**config.mk**
```make
export PLATFORM = sky130hd
export DESIGN_NAME = blink_tick_gen
export DESIGN_NICKNAME = d
export VERILOG_FILES = /design/src/rtl/blink_pkg.sv /design/src/rtl/key_debounce.sv /design/src/rtl/blink_tick_gen.sv
export SDC_FILE = /design/constraint.sdc
export NUM_CORES = 1
export LEC_CHECK = 0
export BUFFER_PORTS_ARGS = -buffer_cell sky130_fd_sc_hd__buf_4
export CAP_MARGIN = 5
export CORE_MARGIN = 10
export CORE_UTILIZATION = 25
export DETAILED_ROUTE_END_ITERATION = 8
export SLEW_MARGIN = 25
export SYNTH_ARGS = -nofsm -noshare
export SYNTH_HDL_FRONTEND = slang
export SYNTH_SLANG_ARGS = --single-unit
```
**constraint.sdc**
```tcl
create_clock -name CLOCK_50 -period 2.9 [get_ports CLOCK_50]
set_clock_uncertainty 0.15 [all_clocks]
set_input_delay 0.58 -clock CLOCK_50 [delete_from_list [all_inputs] [get_ports CLOCK_50]]
set_output_delay 0.58 -clock CLOCK_50 [all_outputs]
set_load 0.01 [all_outputs]
```
**src/rtl/blink_pkg.sv**
```systemverilog
// Shared widths and debouncer state encoding for the blink tick generator.
package blink_pkg;
  localparam int CNT_W  = 26;
  localparam int RATE_W = 2;

  typedef enum logic [1:0] {
    IDLE         = 2'd0,
    WAIT_PRESS   = 2'd1,
    PRESSED      = 2'd2,
    WAIT_RELEASE = 2'd3
  } deb_state_t;
endpackage

```
**src/rtl/key_debounce.sv**
```systemverilog
// Push-button conditioner: two-flop synchronizer, debounce FSM, and a
// one-cycle press event on the accepted press edge.
module key_debounce
  import blink_pkg::*;
#(
  parameter int DEBOUNCE_CYCLES = 16
) (
  input  logic CLOCK_50,
  input  logic reset,
  input  logic KEY,
  output logic press
);
  localparam int DW = $clog2(DEBOUNCE_CYCLES) + 1;
  localparam logic [DW-1:0] LAST = DW'(DEBOUNCE_CYCLES - 1);

  logic key_s1, key_s2;
  deb_state_t state, state_nxt;
  logic [DW-1:0] dcnt, dcnt_nxt;

  always_ff @(posedge CLOCK_50 or posedge reset) begin
    if (reset) begin
      key_s1 <= 1'b0;
      key_s2 <= 1'b0;
    end else begin
      key_s1 <= KEY;
      key_s2 <= key_s1;
    end
  end

  always_ff @(posedge CLOCK_50 or posedge reset) begin
    if (reset) begin
      state <= IDLE;
      dcnt  <= '0;
    end else begin
      state <= state_nxt;
      dcnt  <= dcnt_nxt;
    end
  end

  // press decodes registered state only, so it is a clean synchronous enable
  always_comb begin
    state_nxt = state;
    dcnt_nxt  = dcnt;
    press     = 1'b0;
    case (state)
      IDLE: begin
        if (key_s2) begin
          state_nxt = WAIT_PRESS;
          dcnt_nxt  = '0;
        end
      end
      WAIT_PRESS: begin
        if (!key_s2) begin
          state_nxt = IDLE;
          dcnt_nxt  = '0;
        end else if (dcnt == LAST) begin
          state_nxt = PRESSED;
          dcnt_nxt  = '0;
          press     = 1'b1;
        end else begin
          dcnt_nxt = dcnt + 1'b1;
        end
      end
      PRESSED: begin
        if (!key_s2) begin
          state_nxt = WAIT_RELEASE;
          dcnt_nxt  = '0;
        end
      end
      WAIT_RELEASE: begin
        if (key_s2) begin
          state_nxt = PRESSED;
          dcnt_nxt  = '0;
        end else if (dcnt == LAST) begin
          state_nxt = IDLE;
          dcnt_nxt  = '0;
        end else begin
          dcnt_nxt = dcnt + 1'b1;
        end
      end
      default: begin
        state_nxt = IDLE;
        dcnt_nxt  = '0;
      end
    endcase
  end
endmodule

```
**src/rtl/blink_tick_gen.sv**
```systemverilog
// LED blink tick generator: period BASE_PERIOD << rate_sel, rate stepped by a
// debounced KEY press. Optional BLINK_PAUSE_EN adds a pause input.
module blink_tick_gen
  import blink_pkg::*;
#(
  parameter int BASE_PERIOD     = 5000,
  parameter int DEBOUNCE_CYCLES = 16
) (
  input  logic              CLOCK_50,
  input  logic              reset,
  input  logic              KEY,
`ifdef BLINK_PAUSE_EN
  input  logic              pause,
`endif
  output logic              tick,
  output logic [RATE_W-1:0] rate_sel
);
  localparam logic [CNT_W-1:0] BASE = CNT_W'(BASE_PERIOD);

  logic             press;
  logic             run;
  logic [CNT_W-1:0] cnt;
  logic [CNT_W-1:0] term;

  key_debounce #(
    .DEBOUNCE_CYCLES(DEBOUNCE_CYCLES)
  ) u_key_debounce (
    .CLOCK_50(CLOCK_50),
    .reset   (reset),
    .KEY     (KEY),
    .press   (press)
  );

`ifdef BLINK_PAUSE_EN
  assign run = !pause;
`else
  assign run = 1'b1;
`endif

  assign term = (BASE << rate_sel) - 1'b1;

  // A rate change takes priority over the terminal count: counter clears, no tick.
  // BASE_PERIOD must be >= 2 so tick can never stay high two cycles running.
  always_ff @(posedge CLOCK_50 or posedge reset) begin
    if (reset) begin
      cnt      <= '0;
      tick     <= 1'b0;
      rate_sel <= '0;
    end else begin
      tick <= 1'b0;
      if (press) begin
        rate_sel <= rate_sel + 1'b1;
        cnt      <= '0;
      end else if (run) begin
        if (cnt == term) begin
          cnt  <= '0;
          tick <= 1'b1;
        end else begin
          cnt <= cnt + 1'b1;
        end
      end
    end
  end
endmodule
```
==> impl_metrics.ini, run 1 <==
[global_route]
grtUsageTotal_pct = 7.27
grt_overflow = 0
grt_pass1_wl_um = 7960
antenna_found_initial = 0
grt_max_degree = 39
first_global_vias = 1652

[timing]
tightest_slew_ps = 494
max_freq_ghz = 0.426
setup_violations = 0
final_max_slew_viol_count = 0
finalSetupTns_ps = 0
post-route-min-period_ps = 2350
hold_viol = 0
rsz0062_at_grt = false
slew_headroom_pct = 67.1
post-route-period-util_pct = 81.0

[layout]
area_delta_synth_final_pct = 10.9
drive_gt1_share_pct = 13.6
finish.utilization_pct = 28.9
layout.nets = 231
nFillCells = 861
diodes = 0

[floorplan]
dieArea_sq_mm = 0.0128
chipHeight_um = 113
initial_utilization_pct = 26.0
rows = 33
pin_count = 6
core-area_sq_mm = 0.00830
die_w_um = 113

[detailed_routing]
vias = 1608
drt_iter0_markers = 71
dr.max_layer_used = met4
m1WireLength_um = 2200
dr_wl_met2_um = 1960
firstDrtPassIters = 4
routed_wl_um = 4350
route.met3.wl_um = 116
wl_per_cell_um = 13.4
antenna_left = 0
route.detailed.drc = 0
routed_via_density = 4.95

[cts]
cts_buffers = 5
clk_pin_slew_ps = 80
cts_buffer_depth = 2
cts_hold_buf = 0
post-cts-setup-buffers = 0
ctsResizeCount = 0
clock_latency_ps = 290
clock-sinks = 38
cts_tree = done
cts_root_buffer = clkbuf_8
htreeDepth = 2

[yosys]
synth_xor_area_share_pct = 10.1
avgSynthCellArea_sq_um = 10.2
synth_adder_area_share_pct = 5.21
ys_ff_latch = 38
synth_compound_area_share_pct = 8.86
synth_top_flop_cell = dfrtp_1
synth_edf_count = 0
synth.area.mux_share_pct = 1.04
netlist_area_sq_mm = 0.00216
yosysSeqAreaShare_pct = 44.0
ys_types = 43
yosys_warnings = 0
synthesis.nets = 224
ys_async_sr_fraction_pct = 100
synthSimpleGateAreaFrac_pct = 26.2
syn_inst = 212
synth_top_family_by_area = simple AND/OR/NAND/NOR gates

[run]
drv_cap = 0

[setup_path]
startpoint_type = flip-flop
ff2ff_setup_slack_ps = 550
worst_path_dominant_cell_family = simple AND/OR/NAND/NOR gates
cpPeakStageDelay_ps = 680
crit_chain = nand4_4 -> or4_1 -> or4_4 -> a211oi_2
crit_required_ps = 2960
worst-path-buf-inv = 0
r2r_cells = 4
criticalPathCategory = reg -> reg
critPathMaxFanout = 9
crit_slowest_cell = or4_1
reg2reg_from = cnt[3]
rr_endpoint = cnt[24]
cp.arrival_ps = 2410
end_kind = flip-flop

[placed_design]
port_buffers = 5
dp_hpwl_um = 3050
gp_congestion = 0.810

[worst_hold_path]
hp-start = u_key_debounce.key_s1
hold_depth = 0
min_to = u_key_debounce.key_s2
hp-class = reg -> reg

[power]
vdd_drop_max_v = 0.000199
p_total_w = 0.000949
power.leakage_nw = 0.951
powerDensity_mw_per_mm2 = 396

[run_status]
status = finished clean
[layout make-up]
cell class / instances / area, sq um / share of cell area [%]
clock buffers: 7 / 86.3 / 3.60
multi-input cells: 157 / 1120 / 46.6
inverters: 6 / 22.5 / 0.940
flip-flops and latches: 38 / 951 / 39.7
clock inverters: 1 / 5.00 / 0.209
well taps: 105 / 131 / 5.48
repair buffers: 11 / 82.6 / 3.45
[metrics by stage]
stage | cells | hold slack, ps | area, sq um | setup slack, ps
finish | 325 | 213 | 2400 | 552
global route | 325 | 229 | 2400 | 434
CTS | 325 | 216 | 2400 | 563
detailed placement | 317 | 197 | 2300 | 567
global placement | 317 | 185 | 2300 | 593
floorplan | 212 | 181 | 2160 | 464
[registers in the layout, indices dropped and copies added, names as in the netlist, named ones only]
signal and flops:
u_key_debounce.key_s2 1, tick 1, u_key_debounce.key_s1 1, cnt 26
u_key_debounce.state 1, rate_sel 2, u_key_debounce.dcnt 5
[worst max-delay path by stage]
stage / from / to / slack (ps) / cells past startpoint
2_1_floorplan: rate_sel[0] / cnt[10] / 460 / 7
6_report: cnt[3] / cnt[24] / 550 / 4
3_5_place_dp: cnt[3] / cnt[24] / 570 / 4
3_3_place_gp: u_key_debounce.dcnt[0] / cnt[16] / 590 / 6
5_1_grt: cnt[4] / cnt[18] / 430 / 4
4_1_cts: cnt[4] / cnt[24] / 560 / 4
[placed cells by master (no fill, tap or decap), types with 8 or more instances in the layout]
| master | n |
|---|---|
| nand3_1 | 13 |
| o21ai_0 | 8 |
| xnor2_1 | 16 |
| xor2_1 | 9 |
| a211oi_1 | 8 |
| nand2_1 | 11 |
| dfrtp_1 | 38 |
| nor3_1 | 20 |
| nand4_1 | 10 |
| buf_4 | 11 |
| ha_1 | 9 |
[metal layers]
| metal | vias to the layer above | global-route usage [%] |
|---|---|---|
| li1 | 793 | - |
| met1 | 790 | 9.32 |
| met2 | 18 | 11.5 |
| met3 | 7 | 1.90 |
| met4 | 0 | 2.54 |
| met5 | - | 0 |
[where the power goes]
part           leakage (nW)  internal, W  total (W)  switching [W]
clock network        0.0482     0.000192   0.000389       0.000196
logic                 0.395   0.00000678  0.0000220      0.0000152
registers             0.508     0.000534   0.000538     0.00000456
[synthesized netlist by cell type (6+ instances only)]
library cell | n | area (sq um)
dfrtp_1 | 38 | 951
nor3_1 | 20 | 100
xnor2_1 | 16 | 140
nand3_1 | 13 | 65.1
nand2_1 | 11 | 41.3
nand4_1 | 10 | 62.6
ha_1 | 9 | 113
xor2_1 | 9 | 78.8
a211oi_1 | 8 | 60.1
o21ai_0 | 8 | 40.0
nor4_1 | 7 | 43.8
inv_1 | 6 | 22.5
nor2_1 | 6 | 22.5
[worst register-to-register path: cells and delay by family, from the launching register on]
kind	cells	cell delay (ps)
compound gates	1	220
flops	1	510
simple gates	3	1390
[logic make-up (layout without fill, tap and decap cells)]
kind of cell	Yosys count	in the layout
AOI/OAI and AO/OA	27	27
xor gates and xnor gates	25	25
adders and majority gates	9	9
buffers and inverters	17	25
DFF	38	38
muxes	2	2
and+or+nand+nor	94	94
No activity file was read; power rests on OpenSTA's default activity.
==> run 2: changes to the inputs <==
Settings changed: ABC_AREA set to 1.
Clock period 2.9 ns to 2 ns, I/O delays scaled along.
==> run 2 against run 1 <==
Effect of this change: sequential share of layout area is 4.3 points lower; design area increased by 12%; via count grew 22%; global-route usage rose by 0.92 points; area after synthesis grew 8.2%; first-iteration DRC count up 44%; critical path type unchanged.
==> impl_metrics.ini, run 2 <==
[yosys]
ys_async_sr_fraction_pct = 100
synth_top_flop_cell = dfrtp_1
ys_ff_latch = 38
ys_types = 23
synth_top_area_share_pct = 40.7
syn_inst = 332
synth.area.top_cells = dfrtp_1, nand2_1, nor2_1
synthesis.nets = 344
ys_top_cells_by_count = nand2_1, nor2_1, inv_1, dfrtp_1, nand3_1
yosys_warnings = 0
synth_edf_count = 0
netlist_area_sq_mm = 0.00234
synth_top_area_cell = dfrtp_1
yosysMostFrequentCell = nand2_1
yosysSeqAreaShare_pct = 40.7
avgSynthCellArea_sq_um = 7.04

[layout]
layout_common_cells = nand2_1, nor2_1, inv_1
drive_gt1_share_pct = 13.6
largest_register = cnt
diodes = 0
area_delta_synth_final_pct = 15.1
finalNonFillerCells = 463
reg_top3 = cnt x26, u_key_debounce.dcnt x5, rate_sel x2
layout_commonest_cell = nand2_1
layout.nets = 363
largest_reg_flops = 26

[run]
drv_cap = 0

[placed_design]
gp_congestion = 0.836
placed_cells = 453
dp_hpwl_um = 3870
port_buffers = 5

[timing]
post-route-min-period_ps = 1890
tightest_slew_ps = 500
rsz0062_at_grt = true
setup_violations = 0
slew_headroom_pct = 66.4
max_freq_ghz = 0.530
post-route-period-util_pct = 94.4
final_max_slew_viol_count = 0
hold_viol = 0

[setup_path]
crit_required_ps = 2040
cpPeakStageDelay_ps = 410
reg2reg_from = rate_sel[1]
cp-startpoint = rate_sel[1]
criticalPathCategory = reg -> reg
startpoint_type = flip-flop
crit_slowest_cell = dfrtp_1
worst-path-buf-inv = 2
cp.arrival_ps = 1930
ff2ff_setup_slack_ps = 110
crit_chain = ha_2 -> inv_2 -> ha_4 -> inv_2 -> nand2_1 -> nand2_1 -> nor2_1 -> nand2_1 -> nor2_1 -> nand2_2 -> nand2_4 -> nor2_1
end_kind = flip-flop
critPathMaxFanout = 8
worst_path_dominant_cell_family = simple AND/OR/NAND/NOR gates

[detailed_routing]
drt_iter0_markers = 102
routed_wl_um = 5150
antenna_left = 0
routed_via_density = 4.23
firstDrtPassIters = 4
vias = 1958
wl_per_cell_um = 11.1
route.detailed.drc = 0

[global_route]
grt_max_degree = 39
grtUsageTotal_pct = 8.19
grt_pass1_wl_um = 8970
grt_overflow = 0
first_global_vias = 1918
antenna_found_initial = 0

[floorplan]
core-area_sq_mm = 0.00915
die_w_um = 117
initial_utilization_pct = 25.5
pin_count = 6
rows = 35
chipHeight_um = 117
dieArea_sq_mm = 0.0136

[power]
p_total_w = 0.00144
powerDensity_mw_per_mm2 = 534
p_sw_share_pct = 24.0
power_switching_w = 0.000344
power.leakage_nw = 1.24
p_int_w = 0.00109
combPwrFrac_pct = 4.6
pwr-share-seq_pct = 56.3
vdd_drop_max_v = 0.000206
power.share.clock_pct = 39.1

[cts]
cts_root_buffer = clkbuf_8
cts_buffers = 5
cts_buffer_depth = 2
clock-sinks = 38
cts_tree = done
clk_pin_slew_ps = 80
cts_hold_buf = 0
htreeDepth = 2
clock_latency_ps = 290

[worst_hold_path]
hp-class = in -> async

[run_status]
status = finished clean
==> run 2: metal layers <==
metal  wire, um  part of all wire (%)  vias to the layer above  GRT usage [%]
met5          0                     0                        -              0
met4         78                   1.5                        0           2.55
met3        154                   3.0                        6           1.90
met2       2420                    47                       25           13.2
met1       2490                    48                      888           10.6
li1           -                     -                     1039              -
==> run 2: path summary, 6_finish.rpt <==
check                                         to  cells after the start
setup / recovery                          cnt[3]                     12
max in group asynchronous                cnt[12]                      3
hold / removal                           cnt[16]                      3
min in group CLOCK_50      u_key_debounce.key_s1                      1
setup reg to reg                          cnt[3]                     12
hold reg to reg            u_key_debounce.key_s2                      0
==> run 2: per-stage QoR <==
step / util [%] / instance area (sq um) / TNS (ps) / hold slack [ps] / setup slack [ps]
after floorplan: - / 2340 / 0 / 181 / 33.0
after global placement: 27.8 / 2550 / 0 / 183 / 86.8
after detailed placement: 27.8 / 2550 / 0 / 187 / 59.4
after CTS: 28.9 / 2640 / 0 / 57.1 / 40.7
after global routing: 29.4 / 2690 / -358 / 53.9 / -32.1
final: 29.4 / 2690 / 0 / 65.0 / 112
==> run 2: power groups by stage <==
stage	Combinational, W	Sequential, W	Clock [W]
2_1_floorplan	0.0000506	0.000819	0
3_3_place_gp	0.0000653	0.000823	0
3_5_place_dp	0.0000686	0.000823	0
4_1_cts	0.0000689	0.000808	0.000589
5_1_grt	0.0000833	0.000815	0.000619
6_report	0.0000660	0.000809	0.000561
==> run 2: worst register-to-register path, stage by stage, from the launching register on <==
cell and delay [ps]:
dfrtp_1 410, ha_2 210, inv_2 50, ha_4 260, inv_2 20, nand2_1 40
nand2_1 50, nor2_1 80, nand2_1 60, nor2_1 120, nand2_2 110, nand2_4 160
nor2_1 60
==> run 2: cell type report <==
class / instances / area [sq um]
Multi-Input combinational cell: 249 / 1240
Timing Repair Buffer: 13 / 97.6
Tap cell: 111 / 139
Clock buffer: 6 / 82.6
Fill cell: 981 / 6460
Inverter: 44 / 165
Sequential cell: 38 / 951
Clock inverter: 2 / 12.5
==> run 2: kinds of logic (layout without fill, tap and decap cells) <==
family                   count (synthesis)  count (layout)  synth area share [%]
AND/OR/NAND/NOR                        210             211                  37.5
flip-flops                              38              38                  40.7
buffers and inverters                   46              65                  7.92
AO/OA/AOI/OAI                           12              12                  2.68
XOR/XNOR                                17              17                  6.37
adder cells (fa/ha/maj)                  9               9                  4.82
==> run 2: timing repair <==
action                     CTS  global route
setup buffers                0             1
setup endpoints to repair    0            18
resized for setup            0            12
